<file path="src/rtl/keypad_emulator.sv">
// Scripted 3x4 keypad: replays one accepted key code as a bounced press/hold/release
// sequence and answers the column scanner combinationally from the registered key image.
module keypad_emulator #(
    parameter int HOLD_CYCLES   = 16,
    parameter int GAP_CYCLES    = 16,
    parameter int BOUNCE_CYCLES = 4,
    parameter int CNT_W         = 16
) (
    input  logic        clock,
    input  logic        reset,
    input  logic [3:0]  code_in,
    input  logic        code_valid,
    output logic        code_ready,
    input  logic [2:0]  Col,
    output logic [3:0]  Row,
    output logic [11:0] key_out,
    output logic        busy,
    output logic        done,
    output logic        err
);

    typedef enum logic [2:0] {
        IDLE,
        BOUNCE_P,
        HOLD,
        BOUNCE_R,
        GAP
    } state_t;

    localparam logic [CNT_W-1:0] HOLD_LD   = CNT_W'(HOLD_CYCLES);
    localparam logic [CNT_W-1:0] GAP_LD    = CNT_W'(GAP_CYCLES);
    localparam logic [CNT_W-1:0] BOUNCE_LD = CNT_W'(BOUNCE_CYCLES);
    localparam logic [CNT_W-1:0] CNT_ONE   = CNT_W'(1);
    localparam bit               HAS_BOUNCE = (BOUNCE_CYCLES != 0);

    state_t            state_q, state_d;
    logic [CNT_W-1:0]  timer_q, timer_d;
    logic [3:0]        code_q, code_d;
    logic [11:0]       key_out_q, key_out_d;
    logic              code_ready_q, code_ready_d;
    logic              busy_q, busy_d;
    logic              done_q, done_d;
    logic              err_q, err_d;

    logic              accept;
    logic              timer_last;
    logic [11:0]       in_onehot;
    logic [11:0]       code_onehot;

    assign accept      = code_valid && code_ready_q;
    assign timer_last  = (timer_q == CNT_ONE);
    assign in_onehot   = 12'd1 << code_in;
    assign code_onehot = 12'd1 << code_q;

    always_ff @(posedge clock or negedge reset) begin
        if (!reset) begin
            state_q      <= IDLE;
            timer_q      <= '0;
            code_q       <= '0;
            key_out_q    <= '0;
            code_ready_q <= 1'b0;
            busy_q       <= 1'b0;
            done_q       <= 1'b0;
            err_q        <= 1'b0;
        end else begin
            state_q      <= state_d;
            timer_q      <= timer_d;
            code_q       <= code_d;
            key_out_q    <= key_out_d;
            code_ready_q <= code_ready_d;
            busy_q       <= busy_d;
            done_q       <= done_d;
            err_q        <= err_d;
        end
    end

    // Each state loads its length on entry and leaves when the timer reads 1.
    always_comb begin
        state_d   = state_q;
        timer_d   = timer_q;
        code_d    = code_q;
        key_out_d = key_out_q;
        done_d    = 1'b0;
        err_d     = 1'b0;

        case (state_q)
            IDLE: begin
                key_out_d = '0;
                timer_d   = '0;
                if (accept) begin
                    if (code_in > 4'd11) begin
                        err_d = 1'b1;
                    end else begin
                        code_d    = code_in;
                        key_out_d = in_onehot;
                        if (HAS_BOUNCE) begin
                            state_d = BOUNCE_P;
                            timer_d = BOUNCE_LD;
                        end else begin
                            state_d = HOLD;
                            timer_d = HOLD_LD;
                        end
                    end
                end
            end
            BOUNCE_P: begin
                if (timer_last) begin
                    state_d   = HOLD;
                    timer_d   = HOLD_LD;
                    key_out_d = code_onehot;
                end else begin
                    timer_d   = timer_q - CNT_ONE;
                    key_out_d = key_out_q ^ code_onehot;
                end
            end
            HOLD: begin
                if (timer_last) begin
                    key_out_d = '0;
                    if (HAS_BOUNCE) begin
                        state_d = BOUNCE_R;
                        timer_d = BOUNCE_LD;
                    end else begin
                        state_d = GAP;
                        timer_d = GAP_LD;
                    end
                end else begin
                    timer_d = timer_q - CNT_ONE;
                end
            end
            BOUNCE_R: begin
                if (timer_last) begin
                    state_d   = GAP;
                    timer_d   = GAP_LD;
                    key_out_d = '0;
                end else begin
                    timer_d   = timer_q - CNT_ONE;
                    key_out_d = key_out_q ^ code_onehot;
                end
            end
            GAP: begin
                key_out_d = '0;
                if (timer_last) begin
                    state_d = IDLE;
                    timer_d = '0;
                    done_d  = 1'b1;
                end else begin
                    timer_d = timer_q - CNT_ONE;
                end
            end
            default: begin
                state_d   = IDLE;
                timer_d   = '0;
                key_out_d = '0;
            end
        endcase

        code_ready_d = (state_d == IDLE);
        busy_d       = (state_d != IDLE);
    end

    // Row r answers when any driven column of that row holds the asserted key.
    for (genvar gi = 0; gi < 4; gi++) begin : g_row
        assign Row[gi] = |(Col & key_out_q[3*gi +: 3]);
    end

    assign key_out    = key_out_q;
    assign code_ready = code_ready_q;
    assign busy       = busy_q;
    assign done       = done_q;
    assign err        = err_q;

endmodule

</file>
<file path="config.mk">
export PLATFORM = sky130hd
export DESIGN_NAME = keypad_emulator
export DESIGN_NICKNAME = d
export VERILOG_FILES = /design/src/rtl/keypad_emulator.sv
export SDC_FILE = /design/constraint.sdc
export NUM_CORES = 1
export LEC_CHECK = 0
export ABC_AREA = 1
export CAP_MARGIN = 30
export CORE_MARGIN = 3
export CORE_UTILIZATION = 40
export DETAILED_ROUTE_END_ITERATION = 8
export HOLD_SLACK_MARGIN = 0.1
export PLACE_DENSITY_LB_ADDON = 0.15
export SLEW_MARGIN = 10
export SYNTH_ARGS = -nofsm -noshare
export SYNTH_HDL_FRONTEND = slang
export SYNTH_SLANG_ARGS = --single-unit
</file>
<file path="constraint.sdc">
create_clock -name clock -period 1.3 [get_ports clock]
set_clock_uncertainty 0.05 [all_clocks]
set_input_delay 0.195 -clock clock [delete_from_list [all_inputs] [get_ports clock]]
set_output_delay 0.195 -clock clock [all_outputs]
set_load 0.01 [all_outputs]
</file>
==> metrics.txt, run 1 <==
fmax=around 640 MHz; internal power=about 5.7 mW; drt total wl=8500 µm; worst vdd ir=about 1500 µV; worst path required time=about 1.5 ns; CTS tree=built; status=finished with violations; P_leak=2.18 nW; post-synth top area share=39.8%; path category of the worst min-delay check=primary input to async pin; Final ANT Viol Nets=0; post-synth top area cell=dfrtp_1; total CTS buffers=5; Net Sw Frac=47.4%; FF-to-FF End=key_out[6]; CP Launch Type=flip-flop; die width=84.3 µm; Final #Nets=482; final worst path period share=121%; crit-path max FO=7; via count=2,801; I/O pins=30; global-route wire length before repair=13,200 µm; initial antenna violation count=0; setup repair after global routing missed its margin=true; Antenna Cells=0; GPL Wtd Cong=~0.9; num rows=27; Layout area overhead=71.9%; die outline height=84.3 µm; Net Count, Synth=348; Mapped Cells=roughly 340; min Tclk post-route=1.57 ns; vias per cell=5.16; Hold Violations, Final=0; starting density of the core=43.0%; TritonRoute pass-1 iters=4; CTS clk-pin slew, worst paths=0.08 ns; r2r setup slk=-0.27 ns; logic gate share of total power=72.3%; final cell count without fillers=543; layout cell share with drive strength beyond 1=52.0%; post-synthesis cell type count=29; placed cell area=roughly 3500 µm²; Place WS=-0.405 ns; sequential share of power=around a fifth; max-cap violation count=0; core area=5710 µm²; Syn. warnings=0; cell at the root of the clock tree=clkbuf_8; First DRT Iteration DRCs=206; crit path kind=flip-flop to flip-flop; post-layout total power=10.8 mW; worst reg2reg path depth=9; Post-Route Utilization=73.9%; detailed placement HPWL=5300 µm; Final Setup Violations=37; Hold WS=0.336 ns; worst slew pin tran=0.294 ns; critical path data arrival time=1.76 ns; CP endpoint kind=flip-flop; pwr dens=around 2600 nW/µm²; clk buf depth=2; Clk pwr share=8.6%; H-tree depth=2; largest net degree at the start of global routing=40; Inst Count DP=518; Setup TNS=-7.48 ns; die area=around 7100 µm²; Yosys reg bits=39; Sink Count=39; Residual DRC=0; Design Area, Final=4220 µm²; Slew Limit Headroom=approximately four fifths; Max Slew Vio Count=0; WL/cell=about 16 µm; post-route setup slack=-0.269 ns; port bufs=29; FF-to-FF Start=timer_q[6]; register area share after synthesis=between 30% and 40%; Mapped Avg Cell Area=7.31 µm²; Synth area leaders=dfrtp_1, nand2_1, nand3_1; vias in the first global route=2,831; failing checks=setup timing; P_sw=5.12 mW; Overall Global Routing Usage=between 20% and 30%; later-pin clock latency in the skew report=0.30 ns; synthesized area=roughly 2500 µm²; Overflow after GRT=0
final cells by class:
cell class	count	area (µm²)
multi-input combinational	264	1830
inverter	29	119
clock buffer	8	100
tap	72	90.1
sequential	39	978
fill	411	1490
timing repair buffer	131	1100
power by group through the flow:
stage | Clock (mW) | Combinational (mW) | Sequential (mW)
final | 0.931 | 7.81 | 2.07
after detailed placement | 0 | 5.80 | 2.02
after global routing | 1.00 | 8.41 | 2.11
after floorplan | 0 | 3.22 | 2.12
after CTS | 0.935 | 6.82 | 2.03
after global placement | 0 | 5.71 | 2.01
state kept, by name, summed over array words and instances, names as in the netlist:
name,cells
state_q,3
done,1
key_out,12
code_ready,1
timer_q,16
err,1
code_q,4
busy,1
layer usage:
layer / track usage [%] / wire (µm) / vias up
li1: - / - / 1346
met1: 30.2 / 3690 / 1364
met2: 38.5 / 4290 / 78
met3: 4.12 / 402 / 13
met4: 6.33 / 120 / 0
met5: 0 / 0 / -
cell usage in the layout, fill, tap and decap left out, types with 10 or more instances in the layout:
cell type	n
buf_4	83
nand2_1	70
dfrtp_1	37
nor2_1	24
nand3_2	23
nand2_2	23
nor2_2	20
inv_1	19
nand3_1	17
buf_6	17
nor2_4	15
dlygate4sd2_1	13
xor2_1	12
nand2_4	11
nand4_1	10
synthesized netlist by cell type, drive strengths merged:
master	instances
nand3	42
nand4	10
xor2	15
inv	28
ha	2
clkinv	1
xnor2	7
o22ai	1
dfrtp	39
o31ai	1
o21bai	1
a21oi	1
nor3	15
buf	4
o21ai	5
o211ai	1
nor2	59
nand2	104
timing repair:
action,CTS,global route
endpoints found under the hold margin,39,0
hold buffers,1,0
buffers inserted,14,6
pin swaps,43,18
setup endpoints to repair,59,45
gates resized for setup,146,51
worst max-delay path by stage:
stage / to / from / depth (start not counted)
6_report: key_out[6] / timer_q[6] / 9
5_1_grt: key_out[4] / timer_q[6] / 9
4_1_cts: busy / timer_q[1] / 10
3_5_place_dp: Row[0] / Col[1] / 4
3_3_place_gp: Row[2] / Col[1] / 4
2_1_floorplan: key_out[8] / timer_q[4] / 9
cells by family after synthesis:
| kind of cell | count (synthesis) | synth area share (%) |
|---|---|---|
| AOI/OAI and AO/OA | 10 | 2.96 |
| xor gates and xnor gates | 22 | 7.85 |
| adders and majority gates | 2 | 1.02 |
| buffers and inverters | 33 | 5.91 |
| DFF | 39 | 39.8 |
| and+or+nand+nor | 230 | 42.5 |
critical path, cell delays in order, from the launching register on:
cell	delay (ns)
dfrtp_1	0.42
nor2_2	0.21
nand2_4	0.10
nor2_4	0.13
nand2_4	0.09
buf_12	0.16
buf_8	0.12
nand2_2	0.07
nand3_2	0.07
nand4_1	0.08
(Power assumes the default switching activity.)
==> run 2: changes to the inputs <==
clock period = 1.4 ns   (was 1.3 ns; I/O delays follow)
==> run 2 against run 1 <==
The run still ends with setup timing left; via count shrank 2.2%; non-clock buffer count down 14; register-to-register slack improved by 0.07 ns; routed wire length shrank 3.6%; flip-flop and latch count unchanged; first-iteration DRC count down 7.8%; fmax fell by 2.0%; worst setup slack improved by 0.069 ns; global-route usage down 0.72 points; critical path type unchanged; largest power group unchanged.
==> metrics.txt, run 2 (same netlist as run 1, synthesis figures left out) <==
critical path data arrival time=1.74 ns (was 1.76 ns); FF-to-FF End=busy (was key_out[6]); most frequent cells in the layout=nand2_1, buf_4, dfrtp_1, nor2_1 (was buf_4, nand2_1, dfrtp_1, nor2_1); core area=5710 µm² (unchanged); WL/cell=15.5 µm (was 15.7 µm); Max Slew Vio Count=0 (unchanged); TritonRoute pass-1 iters=4 (unchanged); Slew Limit Headroom=70.8% (was 80.3%); largest delay contributor family on the critical path=simple AND/OR/NAND/NOR gates (unchanged); GPL Wtd Cong=0.906 (was 0.903); r2r setup slk=-0.20 ns (was -0.27 ns); Net Sw Frac=47.8% (was 47.4%); crit path kind=flip-flop to flip-flop (unchanged); Buf/Inv on CP=1 (was 2); pwr dens=2410 nW/µm² (was 2560 nW/µm²); num rows=27 (unchanged); fmax=625 MHz (was 637 MHz); CTS tree=built (unchanged); Top reg by flops=timer_q (unchanged); final worst path period share=114% (was 121%); post-route setup slack=-0.201 ns (was -0.269 ns); starting density of the core=43.0% (unchanged); status=finished with violations (unchanged); drt total wl=8200 µm (was 8500 µm); CP Launch Type=flip-flop (unchanged); sequential share of power=19.6% (was 19.1%); CP max-delay cell=dfrtp_1 (unchanged); vias in the first global route=2,672 (was 2,831); Hold Violations, Final=0 (unchanged); setup repair after global routing missed its margin=true (unchanged); H-tree depth=2 (unchanged); CP endpoint kind=flip-flop (unchanged); cell at the root of the clock tree=clkbuf_8 (unchanged); Residual DRC=0 (unchanged); detailed placement HPWL=5250 µm (was 5300 µm); P_sw=4.70 mW (was 5.12 mW); path category of the worst min-delay check=primary input to async pin (unchanged); via count=2,740 (was 2,801); global-route wire length before repair=12,800 µm (was 13,200 µm); post-layout total power=9.82 mW (was 10.8 mW); FF-to-FF Start=timer_q[15] (was timer_q[6]); Overflow after GRT=0 (unchanged); Antenna Cells=0 (unchanged); die outline height=84.3 µm (unchanged); worst slew pin tran=0.438 ns (was 0.294 ns); later-pin clock latency in the skew report=0.30 ns (about the same); port bufs=29 (unchanged); max reg flops=16 (unchanged); crit-path max FO=5 (was 7); die width=84.3 µm (unchanged); largest net degree at the start of global routing=40 (unchanged); vias per cell=5.17 (was 5.16); worst vdd ir=1160 µV (was 1460 µV); First DRT Iteration DRCs=190 (was 206); CTS clk-pin slew, worst paths=0.08 ns (about the same); logic gate share of total power=72.8% (was 72.3%); Final ANT Viol Nets=0 (unchanged); Post-Route Utilization=71.4% (was 73.9%); P_leak=2.12 nW (was 2.18 nW); Overall Global Routing Usage=22.1% (was 22.8%); worst reg2reg path depth=9 (unchanged); failing checks=setup timing (unchanged); die area=7110 µm² (unchanged); Sink Count=39 (unchanged); Layout area overhead=66.2% (was 71.9%); initial antenna violation count=0 (unchanged); layout cell share with drive strength beyond 1=44.1% (was 52.0%); I/O pins=30 (unchanged); Hold WS=0.363 ns (was 0.336 ns); worst path required time=1.54 ns (was 1.49 ns); Final Setup Violations=34 (was 37); critical path, cell by cell=nor2_1 -> nand2_1 -> nor2_2 -> nand2_4 -> buf_12 -> nand3_4 -> nand3_4 -> nor2_2 -> nand2_1 (was nor2_2 -> nand2_4 -> nor2_4 -> nand2_4 -> buf_12 -> buf_8 -> nand2_2 -> nand3_2 -> nand4_1); max-cap violation count=0 (unchanged); Place WS=-0.324 ns (was -0.405 ns); clk buf depth=2 (unchanged); max incr delay on CP=0.39 ns (was 0.42 ns); internal power=5.12 mW (was 5.68 mW); Final #Nets=469 (was 482); min Tclk post-route=1.60 ns (was 1.57 ns); total CTS buffers=5 (unchanged); Clk pwr share=7.6% (was 8.6%)
==> run 2: cell count changes in the layout (fill, tap and decap cells not counted), moves of 5 or more <==
cell	delta
buf_4	-14
nand3_2	-9
nor2_1	+9
nor2_2	-9
nand3_1	+7
buf_2	-5
buf_6	-5
==> run 2: power groups by stage <==
stage	registers, mW	logic (mW)	clock network [mW]
2_1_floorplan	1.95	2.86	0
3_3_place_gp	1.88	5.15	0
3_5_place_dp	1.88	5.25	0
4_1_cts	1.85	6.27	0.757
5_1_grt	1.98	7.72	0.810
6_report	1.93	7.15	0.743
==> run 2: metal layers <==
metal / GRT usage [%] / vias up / part of all wire, %
li1: - / 1324 / -
met1: 31.9 / 1317 / 44
met2: 34.3 / 82 / 48
met3: 4.61 / 17 / 6.1
met4: 5.04 / 0 / 1.8
met5: 0 / - / 0
==> run 2: worst max-delay path by stage <==
| stage | startpoint | end | slack, ns | depth (start not counted) |
|---|---|---|---|---|
| global placement | Col[1] | Row[2] | -0.31 | 4 |
| detailed placement | Col[1] | Row[1] | -0.32 | 4 |
| floorplan | timer_q[1] | key_out[11] | -0.0006 | 10 |
| CTS | timer_q[8] | key_out[4] | -0.14 | 9 |
| global route | timer_q[14] | key_out[6] | -0.31 | 9 |
| finish | timer_q[15] | busy | -0.20 | 9 |
==> run 2: layout make-up <==
| cell class | instances | area (µm²) |
|---|---|---|
| well taps | 72 | 90.1 |
| fillers | 421 | 1630 |
| repair buffers | 117 | 1040 |
| inverters | 29 | 114 |
| flip-flops and latches | 39 | 977 |
| clock buffers | 7 | 76.3 |
| clock inverters | 1 | 5.00 |
| multi-input cells | 265 | 1780 |
==> run 2: what timing repair did <==
action                                  CTS  global route
endpoints found under the setup margin   53            42
gates cloned                              1             1
buffers inserted                          9             2
endpoints found under the hold margin    39             0
pin swaps                                32            30
hold buffers                              1             0
gates resized for setup                  97            66
==> run 2: worst register-to-register path, cell delays in order, from the launching register on <==
cell and delay, ns:
dfrtp_1 0.39, nor2_1 0.19, nand2_1 0.12, nor2_2 0.18, nand2_4 0.10, buf_12 0.15, nand3_4 0.06, nand3_4 0.08
nor2_2 0.11, nand2_1 0.05
==> run 2: through the flow <==
stage	setup TNS [ns]	instances	cell area (µm²)
CTS	-2.63	530	3840
finish	-4.45	530	4080
detailed placement	-6.34	511	3420
global route	-6.96	530	4080
global placement	-5.56	511	3420
floorplan	-0.000674	336	2460
==> run 3: changes to the inputs <==
MAX_ROUTING_LAYER = met4   (was not set)
==> run 3 against run 2 <==
Count of clock-buffer cells in the layout fell by 2; non-clock buffer count up 3; critical path depth unchanged; final cell count rose by 0.57%; critical endpoint is now timer_q[8]; critical path type unchanged; register-to-register slack gained 0.02 ns; the run still ends with setup timing left; utilization hardly changed; clock power grew 5.4%; die area unchanged.
==> metrics.txt, run 3 (same netlist as run 1, synthesis figures left out) <==
initial antenna violation count=0 (unchanged); fmax=632 MHz (was 625 MHz); met2 WL post-DR=3970 µm (was 3950 µm); Slew Limit Headroom=71.8% (was 70.8%); CTS tree=built (unchanged); Final #Nets=472 (was 469); placed cell area=3420 µm² (unchanged); Top reg by flops=timer_q (unchanged); CP max-delay cell=dfrtp_1 (unchanged); vias per cell=5.27 (was 5.17); Design Area, Final=4080 µm² (about the same); total CTS buffers=5 (unchanged); critical path data arrival time=1.72 ns (was 1.74 ns); DR WL met3=622 µm (was 498 µm); detailed placement HPWL=5310 µm (was 5250 µm); P_leak=2.10 nW (was 2.12 nW); Setup TNS=-3.57 ns (was -4.45 ns); crit path kind=flip-flop to flip-flop (unchanged); Final ANT Viol Nets=0 (unchanged); critical path, cell by cell=inv_2 -> buf_4 -> buf_4 -> ha_4 -> buf_6 -> nand2_4 -> nor2_1 -> xnor2_1 -> nor2_1 (was nor2_1 -> nand2_1 -> nor2_2 -> nand2_4 -> buf_12 -> nand3_4 -> nand3_4 -> nor2_2 -> nand2_1); Antenna Cells=0 (unchanged); H-tree depth=2 (unchanged); min Tclk post-route=1.58 ns (was 1.60 ns); First DRT Iteration DRCs=188 (was 190); global-route wire length before repair=12,800 µm (about the same); die outline height=84.3 µm (unchanged); Hold Violations, Final=0 (unchanged); final worst path period share=113% (was 114%); vias in the first global route=2,732 (was 2,672); drt total wl=8200 µm (about the same); wl on met1=3450 µm (was 3610 µm); max incr delay on CP=0.40 ns (was 0.39 ns); Sink Count=39 (unchanged); via count=2,810 (was 2,740); Max Slew Vio Count=0 (unchanged); worst vdd ir=1210 µV (was 1160 µV); path category of the worst min-delay check=primary input to async pin (unchanged); largest net degree at the start of global routing=40 (unchanged); status=finished with violations (unchanged); max-cap violation count=0 (unchanged); CTS clk-pin slew, worst paths=0.08 ns (about the same); Hold WS=0.349 ns (was 0.363 ns); port bufs=29 (unchanged); Buf/Inv on CP=4 (was 1); core area=5710 µm² (unchanged); layout cell share with drive strength beyond 1=45.3% (was 44.1%); setup repair after global routing missed its margin=true (unchanged); GPL Wtd Cong=0.903 (was 0.906); pwr dens=2420 nW/µm² (was 2410 nW/µm²); starting density of the core=43.0% (unchanged); Overflow after GRT=0 (unchanged); Inst Count DP=511 (unchanged); Residual DRC=0 (unchanged); Final Setup Violations=34 (unchanged); Overall Global Routing Usage=23.2% (was 22.1%); cell at the root of the clock tree=clkbuf_8 (unchanged); failing checks=setup timing (unchanged); Layout area overhead=66.1% (was 66.2%); I/O pins=30 (unchanged); die area=7110 µm² (unchanged); CP endpoint kind=flip-flop (unchanged); die width=84.3 µm (unchanged); CP Launch Type=flip-flop (unchanged); final cell count without fillers=533 (was 530); crit-path max FO=2 (was 5); worst path required time=1.53 ns (was 1.54 ns); worst slew pin tran=0.423 ns (was 0.438 ns); largest delay contributor family on the critical path=buffers and inverters (was simple AND/OR/NAND/NOR gates); TritonRoute pass-1 iters=5 (was 4); filler cell count=425 (was 421); clk buf depth=2 (unchanged); post-route setup slack=-0.181 ns (was -0.201 ns); max reg flops=16 (unchanged); num rows=27 (unchanged); later-pin clock latency in the skew report=0.30 ns (about the same); most frequent cells in the layout=nand2_1, buf_4, dfrtp_1, nor2_1, nand2_2 (was nand2_1, buf_4, dfrtp_1, nor2_1); WL/cell=15.4 µm (was 15.5 µm); DR top layer=met4 (unchanged)
## run 3: layer usage
| layer | global-route usage, % | vias to the layer above |
|---|---|---|
| li1 | - | 1330 |
| met4 | 4.89 | 0 |
| met2 | 37.7 | 122 |
| met3 | 5.00 | 16 |
| met1 | 29.9 | 1342 |
| met5 | - | - |
## run 3: final timing paths
path	startpoint	cells after the start	to	slack [ns]
min reg2reg	code_q[0]	2	code_q[0]	0.55
max reg2reg	timer_q[1]	9	timer_q[8]	-0.18
max	timer_q[1]	9	timer_q[8]	-0.18
min in group clock	code_in[0]	3	code_q[0]	0.53
max in group asynchronous	reset	3	state_q[1]	0.73
min	reset	3	timer_q[9]	0.35
## run 3: final cells by class
class                      count  area (µm²)  share of cell area (%)
multi-input combinational    265        1760                    43.1
timing repair buffer         120        1050                    25.7
sequential                    39         980                    24.0
inverter                      29         114                    2.79
tap                           72        90.1                    2.21
clock buffer                   5        68.8                    1.69
clock inverter                 3        20.0                   0.491
## run 3: metrics by stage
| step | setup WS (ns) | util (%) | power [mW] |
|---|---|---|---|
| floorplan | -0.000625 | - | 4.81 |
| global placement | -0.311 | 60.0 | 7.04 |
| detailed placement | -0.318 | 60.0 | 7.16 |
| CTS | -0.114 | 66.7 | 8.82 |
| global route | -0.284 | 71.4 | 10.5 |
| finish | -0.181 | 71.4 | 9.87 |
## run 3: repair_timing
action | in CTS | in global routing
hold buffers | 1 | 0
pin swaps | 31 | 27
gates cloned | 1 | 1
resized for setup | 93 | 65
buffers inserted | 8 | 4
setup endpoints to repair | 53 | 46
endpoints found under the hold margin | 39 | 0
## run 3: report_power, final
| part | switching (mW) | leakage (nW) | internal (mW) |
|---|---|---|---|
| clock network | 0.436 | 0.0402 | 0.347 |
| registers | 0.380 | 0.517 | 1.54 |
| logic | 3.90 | 1.54 | 3.27 |
| total | 4.72 | 2.10 | 5.15 |
## run 3: tightest hold or removal path, cell delays in order
cell and delay [ns]:
dlygate4sd3_1 0.52, buf_2 0.12, buf_12 0.22
